--- src/rtl/game_move_sequencer.sv ---
// Move sequencer for the 2048 board: owns the board register, steers the candidate mux,
// spawns new tiles from a Galois LFSR and flags win/lose after every board update.
module game_move_sequencer #(
  parameter logic [11:0] WIN_VALUE = 12'd2048,
  parameter logic [15:0] LFSR_SEED = 16'hACE1
) (
  input  logic                   clk,
  input  logic                   rst,
  input  logic                   start,
  input  logic                   load_en,
  input  logic [3:0][3:0][11:0]  load_board,
  input  logic                   move_valid,
  input  logic [1:0]             move_dir,
  input  logic [3:0][3:0][11:0]  moved_board,
  output logic [1:0]             mux_sel,
  output logic [3:0][3:0][11:0]  board,
  output logic                   busy,
  output logic                   move_done,
  output logic                   moved,
  output logic                   win,
  output logic                   lose
);

  typedef enum logic [2:0] {
    IDLE, READY, SELECT, COMPARE, COMMIT, SPAWN, CHECK, OVER
  } state_t;

  state_t      state;
  logic [15:0] lfsr;
  logic [15:0] lfsr_next;
  logic [1:0]  dir;
  logic [3:0]  scan_idx;
  logic [3:0]  scan_cnt;
  logic [1:0]  spawn_left;
  logic        from_move;
  logic [11:0] scan_cell;
  logic        any_win;
  logic        any_zero;
  logic        any_pair;
  logic        lose_now;
  logic        idle_like;

  assign lfsr_next = {1'b0, lfsr[15:1]} ^ (lfsr[0] ? 16'hB400 : 16'h0000);
  assign scan_cell = board[scan_idx[3:2]][scan_idx[1:0]];
  assign idle_like = (state == IDLE) || (state == READY) || (state == OVER);
  assign lose_now  = !any_win && !any_zero && !any_pair;

  always_comb begin
    any_win  = 1'b0;
    any_zero = 1'b0;
    any_pair = 1'b0;
    for (int r = 0; r < 4; r++) begin
      for (int c = 0; c < 4; c++) begin
        if (board[r][c] == WIN_VALUE) any_win = 1'b1;
        if (board[r][c] == 12'd0) any_zero = 1'b1;
        if (c < 3 && board[r][c] == board[r][c+1]) any_pair = 1'b1;
        if (r < 3 && board[r][c] == board[r+1][c]) any_pair = 1'b1;
      end
    end
  end

  always_ff @(posedge clk or posedge rst) begin
    if (rst) begin
      state      <= IDLE;
      board      <= '0;
      lfsr       <= LFSR_SEED;
      dir        <= 2'b00;
      mux_sel    <= 2'b00;
      scan_idx   <= 4'd0;
      scan_cnt   <= 4'd0;
      spawn_left <= 2'd0;
      from_move  <= 1'b0;
      busy       <= 1'b0;
      move_done  <= 1'b0;
      moved      <= 1'b0;
      win        <= 1'b0;
      lose       <= 1'b0;
    end else begin
      lfsr      <= lfsr_next;
      move_done <= 1'b0;
      if (start) begin
        board      <= '0;
        lfsr       <= LFSR_SEED;
        win        <= 1'b0;
        lose       <= 1'b0;
        scan_idx   <= LFSR_SEED[3:0];
        scan_cnt   <= 4'd0;
        spawn_left <= 2'd2;
        from_move  <= 1'b0;
        busy       <= 1'b1;
        state      <= SPAWN;
      end else if (load_en && idle_like) begin
        board     <= load_board;
        win       <= 1'b0;
        lose      <= 1'b0;
        from_move <= 1'b0;
        busy      <= 1'b1;
        state     <= CHECK;
      end else begin
        case (state)
          READY: begin
            if (move_valid) begin
              dir     <= move_dir;
              mux_sel <= {move_dir[0], move_dir[1]};
              busy    <= 1'b1;
              state   <= SELECT;
            end
          end
          SELECT: state <= COMPARE;
          COMPARE: begin
            if (moved_board == board) begin
              move_done <= 1'b1;
              moved     <= 1'b0;
              busy      <= 1'b0;
              state     <= READY;
            end else begin
              state <= COMMIT;
            end
          end
          COMMIT: begin
            board      <= moved_board;
            scan_idx   <= lfsr[3:0];
            scan_cnt   <= 4'd0;
            spawn_left <= 2'd1;
            from_move  <= 1'b1;
            state      <= SPAWN;
          end
          SPAWN: begin
            // A tile ends on the first empty cell or after a full lap of 16 cells.
            if (scan_cell == 12'd0 || scan_cnt == 4'd15) begin
              if (scan_cell == 12'd0)
                board[scan_idx[3:2]][scan_idx[1:0]] <= (lfsr[7:4] == 4'd0) ? 12'd4 : 12'd2;
              if (spawn_left == 2'd2) begin
                spawn_left <= 2'd1;
                scan_idx   <= lfsr[3:0];
                scan_cnt   <= 4'd0;
              end else begin
                state <= CHECK;
              end
            end else begin
              scan_idx <= scan_idx + 4'd1;
              scan_cnt <= scan_cnt + 4'd1;
            end
          end
          CHECK: begin
            win  <= any_win;
            lose <= lose_now;
            if (from_move) begin
              move_done <= 1'b1;
              moved     <= 1'b1;
            end
            busy  <= 1'b0;
            state <= (any_win || lose_now) ? OVER : READY;
          end
          default: ;
        endcase
      end
    end
  end

endmodule

--- config.mk ---
export PLATFORM = sky130hd
export DESIGN_NAME = game_move_sequencer
export DESIGN_NICKNAME = d
export VERILOG_FILES = /design/src/rtl/game_move_sequencer.sv
export SDC_FILE = /design/constraint.sdc
export NUM_CORES = 1
export LEC_CHECK = 0
export CORE_AREA = 2 2 226 228
export CTS_CLUSTER_DIAMETER = 80
export DETAILED_ROUTE_END_ITERATION = 8
export DIE_AREA = 0 0 228 230
export GPL_TIMING_DRIVEN = 0
export MAX_ROUTING_LAYER = met4
export PLACE_DENSITY = 0.64
export SYNTH_ARGS = -nofsm -noshare
export SYNTH_HDL_FRONTEND = slang
export SYNTH_SLANG_ARGS = --single-unit
--- constraint.sdc ---
create_clock -name clk -period 8.35 [get_ports clk]
set_input_delay 2.0875 -clock clk [delete_from_list [all_inputs] [get_ports clk]]
set_output_delay 2.0875 -clock clk [all_outputs]
set_load 0.005 [all_outputs]
Word level (Yosys, flattened, before mapping)
Cells that the tools add are included.

cells by class
  $lt $le $gt $ge = 4
  muxes and demuxes = 117
  reduce and logical (&&, ||, !) cells = 45
  bitwise operators = 3
  add/subtract/negate cells = 2
  eq/ne operators = 61

operators by type and width
  kind                  count
  $mux 192              4
  $pmux 192 s2          1
  $eq 12x12->1          24
  $logic_not 12->1      17
  $bwmux 192            1
  $eq 12x12->1 const B  16
  $eq 192x192->1        1
  $bmux 48 s2           1
  $demux 48 s2          1
  $mux 48               2
  $mux 1                74
  $mux 16               2
  $mux 4                8
  $bmux 12 s2           1
  $demux 12 s2          1
  $mux 12               2
  $mux 3                8
  $ne 4x4->1 const B    5
  $pmux 3 s6            1
  $pmux 4 s2            2
  $xor 15x16->16        1
  $eq 3x3->1 const B    4
  $reduce_and 4->1      3
  $reduce_and 3->1      3
  26 further kinds      49

word-level totals
  register bits after elaboration = 229
  input bits = 391
  output and inout bits = 199

Longest topological paths before layout
Gate-level depths: netlist of the first run.

  depth after elaboration = 32
  depth in mapped cells = 11

Least setup slack after synthesis of the first run
Ideal clock, no wire load.

  path kind = input port to flip-flop
  start point = input load_en
  end point = register board[119] (netlist bit)
  data arrival time = 3.493 ns
  required time = 8.217 ns
  slack = 4.724 ns
  cell stages on the path = 6
  cells stage by stage = a21oi_1 nand2_1 buf_1 a41oi_1 clkbuf_1 a21oi_1

between the ends
  cells in the longest elaborated chain, start to end = 3

RTL lines
  what                                                    RTL line  RTL
  start: declaration                                      10        input logic load_en,
  $logic_and 1x1->1 (*)                                   92        end else if (load_en && idle_like) begin
  $ne 4x4->1 (no line), or another cell as far along      -
  $reduce_and 3->1 (no line) or $mux 192 (tied branches)  -
  end signal: assignment                                  93        board <= load_board;
  end signal: assignment                                  121       board <= moved_board;
  end signal: indexed assignment                          132       board[scan_idx[3:2]][scan_idx[1:0]] <= (lfsr[7:4] == 4'd0) ? 12'd4 : 12'd2;
  end: declaration                                        16        output logic [3:0][3:0][11:0] board,

Every way passes the cells marked *; elsewhere a longest branch is shown, timed or not.
A chain may end at the register's enable or synchronous reset.

Final worst setup path of the first run
  start point = input start
  end point = register board[71] (netlist bit)

between the ends
  cells in the longest elaborated chain, start to end = 2

RTL lines
  what                                                       RTL line  RTL
  start: declaration                                         9         input logic start,
  $ne 4x4->1 (no line) or $reduce_bool 4->1 (tied branches)  -
  $reduce_and 3->1 (no line)                                 -

Parallel ways exist; a longest one is shown, timed or not.

==> qor.txt, run 1 <==
status: finished, final reports clean
final hold vios: 0
power per cell area: 416 nW/um2
DRT Pass-1 Iters: 5
Area contributors post-synth: dfrtp_1 (31%), xnor2_1 (17%), xor2_1 (6.9%)
nets@finish: 3099
final setup margin: 2.33 ns
drt drc: 0
worst reg2reg path depth: 8
Worst-Margin Slew: 1.47 ns
ys async rst share: 100%
CP startpoint kind: input port
Commonest cells post-synth: xnor2_1 (338), clkbuf_1 (233), dfrtp_1 (221)
Setup TNS Final: 0 ns
die width: 228 um
Worst EP arrival: 6.51 ns
Final setup viols: 0
post-synth top area share: 31.3%
post-synth cell types: 70
worst reg2reg path startpoint: state[2]$_DFFE_PP0P_
row count: 82
Post-synth EDFFs: 0
DP HPWL: 93400 um
CTS H-tree lvls: 1
maximum clock path buffer count: 3
Mean Syn Cell Area: 8.51 um2
most common cell in the netlist: xnor2_1
Die H: 230 um
post-synth top area cell: dfrtp_1
post-synthesis cell count: 2075
antenna violations before repair: 16
P_sw: 5.42 mW
Max Fclk: 0.166 GHz
Crit Path Max Fanout: 10
Vias/cell: 6.06
clock-pin slew on the worst setup and hold paths: 0.06 ns
remaining max-slew budget at the tightest pin: 2.26%
CTS sink cnt: 229
worst IR drop on VDD: 0.184 mV
CP required: 8.84 ns
Leak: 9.32 nW
vias in the first global route: 20400
Pwr Total: 10.7 mW
Die Area: 52400 um2
WL/cell: 33.7 um
Core Util, Final: 51.4%
Crit. End Element: flip-flop
IO Port Bufs: 589
gr usage total: 43.4%
sequential fraction of the synthesis area: 32.5%
Overflow after GRT: 0
via count: 20700
clk_lat worst skew: 0.60 ns
Final Wtd Congestion: 1.05
Internal: 5.23 mW
hold_buf cts: 0
I/O Pins: 590
hold crit path type: flip-flop to flip-flop
Routed Antenna Nets: 0
final slew viol count: 0
clk root buf: clkbuf_16
Setup CP Type: input port to flip-flop
Period Utilization, post-route: 72.1%
first-pass GRT wire length: 158000 um
Post-CTS Setup Inserts: 0
TritonCTS clock tree: built
DR iter-0 viols: 2764
max-cap viol count: 0
Worst Hold Launch: lfsr[8]$_DFF_PP0_
RSZ-0062 raised after global routing: false
Place WS: 2.20 ns
skew final: 0.0235 ns
Total Routed Length: 115000 um
Mapped Area: 17600 um2
core footprint: 49900 um2
largest net degree at the start of global routing: 39
cts repair resizes: 0
combinational fraction of design power: 69.1%
crit path time final: 6.02 ns
syn_nets: 2471
switch share: 50.9%
Cell Count, Final, Fillers Out: 3415
Starting Density: 35.4%
Placed Cells incl. Taps: 3343
flops & latches, synth: 229
hold depth: 1
sequential share of power: 17.6%
CP Launch Point: start
Layout area overhead: 45.1%
Synth Flop Type: dfrtp_1
Warnings, synthesis: 0
clock share of power: 13.3%
CTS buffer count: 30
fraction of layout cells with a size suffix above 1: 6.01%
-- placed cells by master, fill, tap and decap left out, drive strengths merged, types with 30 or more instances in the layout --
master           n
nor3            46
nor4            77
buf             64
xor2           139
nand2          184
clkbuf         278
nor2            59
clkdlybuf4s50  589
inv             30
dfrtp          221
nand4          104
xnor2          338
a22oi          138
o21ai          180
a21oi           48
-- worst max-delay path, stage by stage --
cell,delay (ns)
clkdlybuf4s50_1,0.49
nand2b_1,0.24
a21oi_1,1.13
clkbuf_1,1.03
clkbuf_1,1.03
a22oi_1,0.24
o21ai_0,0.25
-- per-stage QoR --
step / cell area (um2) / hold WS, ns
floorplan: 17700 / 0.410
global placement: 24400 / 0.417
detailed placement: 24500 / 0.416
CTS: 25600 / 0.424
global route: 25600 / 0.437
finish: 25600 / 0.425
-- cell type report --
class                           instances  area, um2
Tap cell                              672        841
Clock buffer                           44        905
Buffer                                291       1180
Fill cell                            4782      24200
Timing Repair Buffer                  596       6020
Antenna cell                           16       40.0
Clock inverter                         12        158
Sequential cell                       229       5740
Multi-Input combinational cell       1527      10600
Inverter                               28        109
-- state kept, by name (all words and copies together) (netlist names) --
name	count
spawn_left	2
state	3
from_move	1
board	192
win	1
scan_cnt	4
lfsr	16
lose	1
move_done	1
mux_sel	2
busy	1
scan_idx	4
moved	1
-- power groups by stage --
| stage | sequential, mW | combinational, mW | clock [mW] |
|---|---|---|---|
| 2_1_floorplan | 1.81 | 3.94 | 0 |
| 3_3_place_gp | 1.88 | 7.00 | 0 |
| 3_5_place_dp | 1.87 | 7.09 | 0 |
| 4_1_cts | 1.86 | 7.12 | 1.42 |
| 5_1_grt | 1.91 | 7.61 | 1.46 |
| 6_report | 1.87 | 7.36 | 1.42 |
-- final timing paths --
kind	end	slack, ns
max in group asynchronous	board[71]$_DFFE_PP0P_	5.29
worst max-delay path	board[71]$_DFFE_PP0P_	2.33
worst min-delay path	lfsr[7]$_DFF_PP1_	0.43
worst min register to register	lfsr[7]$_DFF_PP1_	0.43
min in group asynchronous	board[84]$_DFFE_PP0P_	1.89
worst max register to register	board[71]$_DFFE_PP0P_	3.42
-- per-layer routing --
| layer | GRT usage [%] | vias up | wire length (um) |
|---|---|---|---|
| li1 | - | 8560 | - |
| met1 | 52.9 | 10300 | 44400 |
| met2 | 67.7 | 1527 | 51900 |
| met3 | 10.9 | 318 | 12300 |
| met4 | 20.3 | 0 | 6390 |
| met5 | - | - | 0 |
-- kinds of logic after synthesis --
kind of cell / after synthesis / synth area share [%]
simple gates: 532 / 15.5
flops: 229 / 32.5
xor+xnor: 477 / 23.7
compound gates: 483 / 18.4
mux: 30 / 2.28
fa+ha+maj: 5 / 0.354
buf+inv: 319 / 7.29
No activity file was read; power rests on OpenSTA's default activity.
==> inputs of run 2 (changes only) <==
--- a/config.mk
+++ b/config.mk
@@ -11,7 +11,7 @@
 export DIE_AREA = 0 0 228 230
 export GPL_TIMING_DRIVEN = 0
 export MAX_ROUTING_LAYER = met4
-export PLACE_DENSITY = 0.64
+export PLACE_DENSITY = 0.61
 export SYNTH_ARGS = -nofsm -noshare
 export SYNTH_HDL_FRONTEND = slang
 export SYNTH_SLANG_ARGS = --single-unit
==> constraint.sdc (replaced) <==
create_clock -name clk -period 6.03 [get_ports clk]
set_input_delay 1.5075 -clock clk [delete_from_list [all_inputs] [get_ports clk]]
set_output_delay 1.5075 -clock clk [all_outputs]
set_load 0.005 [all_outputs]
==> run 2 against run 1 <==
- the run now ends with capacitance limit, slew limit left
- register-to-register slack got worse by 2.4 ns
- sequential share of layout area increased by 0.12 points
- critical path depth increased by 1
- first-iteration DRC count increased by 3.6%
- clock skew decreased by 0.010 ns
- clock power increased by 27%
==> qor.txt, run 2 (synthesized netlist as in run 1, its figures left out) <==
CTS buffer count: 29 (-3.3%)
CP top delay family: buffers and inverters
Die Area: 52400 um2 (unchanged)
Layout area overhead: 44.4%
R2R setup slack: 1.03 ns (-2.39 ns)
vias in the first global route: 20100 (-1.4%)
Overflow after GRT: 0 (unchanged)
row count: 82 (unchanged)
Worst EP arrival: 5.79 ns (-0.72 ns)
CTS H-tree lvls: 1 (unchanged)
worst reg2reg path depth: 10 (+2)
drt drc: 0 (unchanged)
final slew viol count: 7 (+7)
DR iter-0 viols: 2863 (+3.6%)
Post-CTS Setup Inserts: 0 (unchanged)
P_sw: 7.43 mW (+37%)
failing checks: capacitance limit, slew limit
max-cap viol count: 1 (+1)
met2 wire len: 50900 um (-1.8%)
most frequent CP cell: clkbuf_1
most common cell after layout, fill and taps aside: clkdlybuf4s50_1
Total Routed Length: 114000 um (-0.69%)
cts repair resizes: 0 (unchanged)
clock-pin slew on the worst setup and hold paths: 0.06 ns (about the same)
RSZ-0062 raised after global routing: false
I/O Pins: 590 (unchanged)
max reg flops: 192 (unchanged)
hold_buf cts: 0 (unchanged)
power per cell area: 571 nW/um2 (+37%)
nets@finish: 3097 (-0.065%)
crit path time final: 5.30 ns
Largest Register: board
clk_lat worst skew: 0.58 ns (-0.02 ns)
Internal: 7.12 mW (+36%)
Hold WS: 0.427 ns (+0.00238 ns)
Die H: 230 um (unchanged)
top sig layer: met4
Crit Path Max Fanout: 10 (unchanged)
final hold vios: 0 (unchanged)
Worst Hold Launch: lfsr[8]$_DFF_PP0_
CP max-delay cell: a21oi_1
TritonCTS clock tree: built
CP required: 6.52 ns (-2.32 ns)
Final Wtd Congestion: 1.03 (-2.0%)
combinational fraction of design power: 70.0% (+0.9 points)
switch share: 51.1% (+0.15 points)
die width: 228 um (unchanged)
antenna violations before repair: 10 (-6)
hold depth: 1 (unchanged)
clk root buf: clkbuf_16
via count: 20600 (-0.54%)
DP HPWL: 93000 um (-0.41%)
wire length on met1: 45500 um (+2.4%)
CTS sink cnt: 229 (unchanged)
final setup margin: 0.735 ns (-1.60 ns)
fraction of layout cells with a size suffix above 1: 5.67% (-0.35 points)
WL/cell: 33.6 um (-0.31%)
max incr delay on CP: 1.08 ns (-0.05 ns)
gr usage total: 43.1% (-0.35 points)
Vias/cell: 6.05 (-0.16%)
core footprint: 49900 um2 (unchanged)
Period Utilization, post-route: 87.8%
maximum clock path buffer count: 3 (unchanged)
Critical path buffers and inverters: 3 (unchanged)
Setup TNS Final: 0 ns (unchanged)
Max Fclk: 0.189 GHz
DRT Pass-1 Iters: 6 (+1)
worst reg2reg path startpoint: board[155]$_DFFE_PP0P_
remaining max-slew budget at the tightest pin: -5.29% (-7.6 points)
largest net degree at the start of global routing: 41 (+5.1%)
CP cell instances: clkdlybuf4s50_1 > nand2_1 > nand2b_1 > a21oi_1 > clkbuf_1 > clkbuf_1 > a22oi_1 > o21ai_0
commonest non-fill, non-tap cells in the layout: clkdlybuf4s50_1 (589), xnor2_1 (338), clkbuf_1 (239)
worst IR drop on VDD: 0.290 mV (+57%)
Worst-Margin Slew: 1.56 ns (+0.0927 ns)
IO Port Bufs: 589 (unchanged)
Routed Antenna Nets: 0 (unchanged)
Leak: 9.25 nW (-0.67%)
Setup CP Type: input port to flip-flop
CP Depth: 8 (+1)
Place WS: 0.458 ns (-1.74 ns)
CP startpoint kind: input port
end of the worst hold path: lfsr[7]$_DFF_PP1_
hold crit path type: flip-flop to flip-flop
Final setup viols: 0 (unchanged)
wire length on met3: 11300 um (-7.5%)
skew final: 0.0134 ns (-0.0101 ns)
first-pass GRT wire length: 156000 um (-0.74%)
biggest regs: board x192, lfsr x16
clock share of power: 12.4% (-0.9 points)
sequential share of power: 17.7% (about the same)
status: finished, violations left
Crit. End Element: flip-flop
Starting Density: 35.4% (unchanged)
R2R Path End: board[74]$_DFFE_PP0P_
[run 2: changes by cell type in the layout (fill, tap and decap cells not counted), sizes merged]
cell      previous run  this run
clkinv               3         4
clkinvlp             4         2
buf                 64        63
clkbuf             278       273
inv                 30        28
diode               16        12
[run 2: layout make-up]
type,instances,area [um2]
Antenna cell,12,30.0
Multi-Input combinational cell,1527,10600
Sequential cell,229,5740
Inverter,28,109
Clock inverter,9,134
Buffer,291,1180
Tap cell,672,841
Fill cell,4851,24400
Clock buffer,39,803
Timing Repair Buffer,595,6020
[run 2: worst max-delay path by stage]
stage	slack, ns	startpoint	to
global route	0.85	load_en	board[71]$_DFFE_PP0P_
detailed placement	0.46	load_en	board[71]$_DFFE_PP0P_
global placement	-0.61	rst	board[151]$_DFFE_PP0P_
CTS	1.05	load_en	board[71]$_DFFE_PP0P_
finish	0.73	load_en	board[71]$_DFFE_PP0P_
floorplan	1.54	rst	board[0]$_DFFE_PP0P_
[run 2: power by group through the flow]
stage / Combinational, mW / Sequential, mW / Clock, mW
floorplan: 5.46 / 2.50 / 0
global placement: 9.71 / 2.58 / 0
detailed placement: 9.81 / 2.58 / 0
CTS: 9.86 / 2.56 / 1.80
global route: 10.5 / 2.62 / 1.86
finish: 10.2 / 2.57 / 1.80
[run 2: worst register-to-register path, stage by stage (launching register included)]
cell and delay [ns]:
dfrtp_1 0.37, clkbuf_1 0.62, nor4bb_1 0.22, nand4_1 0.17, o311ai_1 0.12, a311oi_1 0.84
a22oi_4 0.32, a41oi_1 1.28, clkbuf_1 0.70, nand2_1 0.14, o21ai_0 0.13
[run 2: through the flow]
step	utilization [%]	power (mW)	instance area, um2	instances
6_report	51.1	14.5	25500	3402
5_1_grt	51.1	15.0	25500	3399
4_1_cts	51.0	14.2	25400	3390
3_5_place_dp	49.2	12.4	24500	3342
3_3_place_gp	48.9	12.3	24400	3336
2_1_floorplan	-	7.96	17700	2075
[run 2: layer usage]
layer / up-vias / track usage, %
met5: - / -
met4: 0 / 20.7
met3: 298 / 8.90
met2: 1508 / 65.9
met1: 10200 / 54.4
li1: 8547 / -
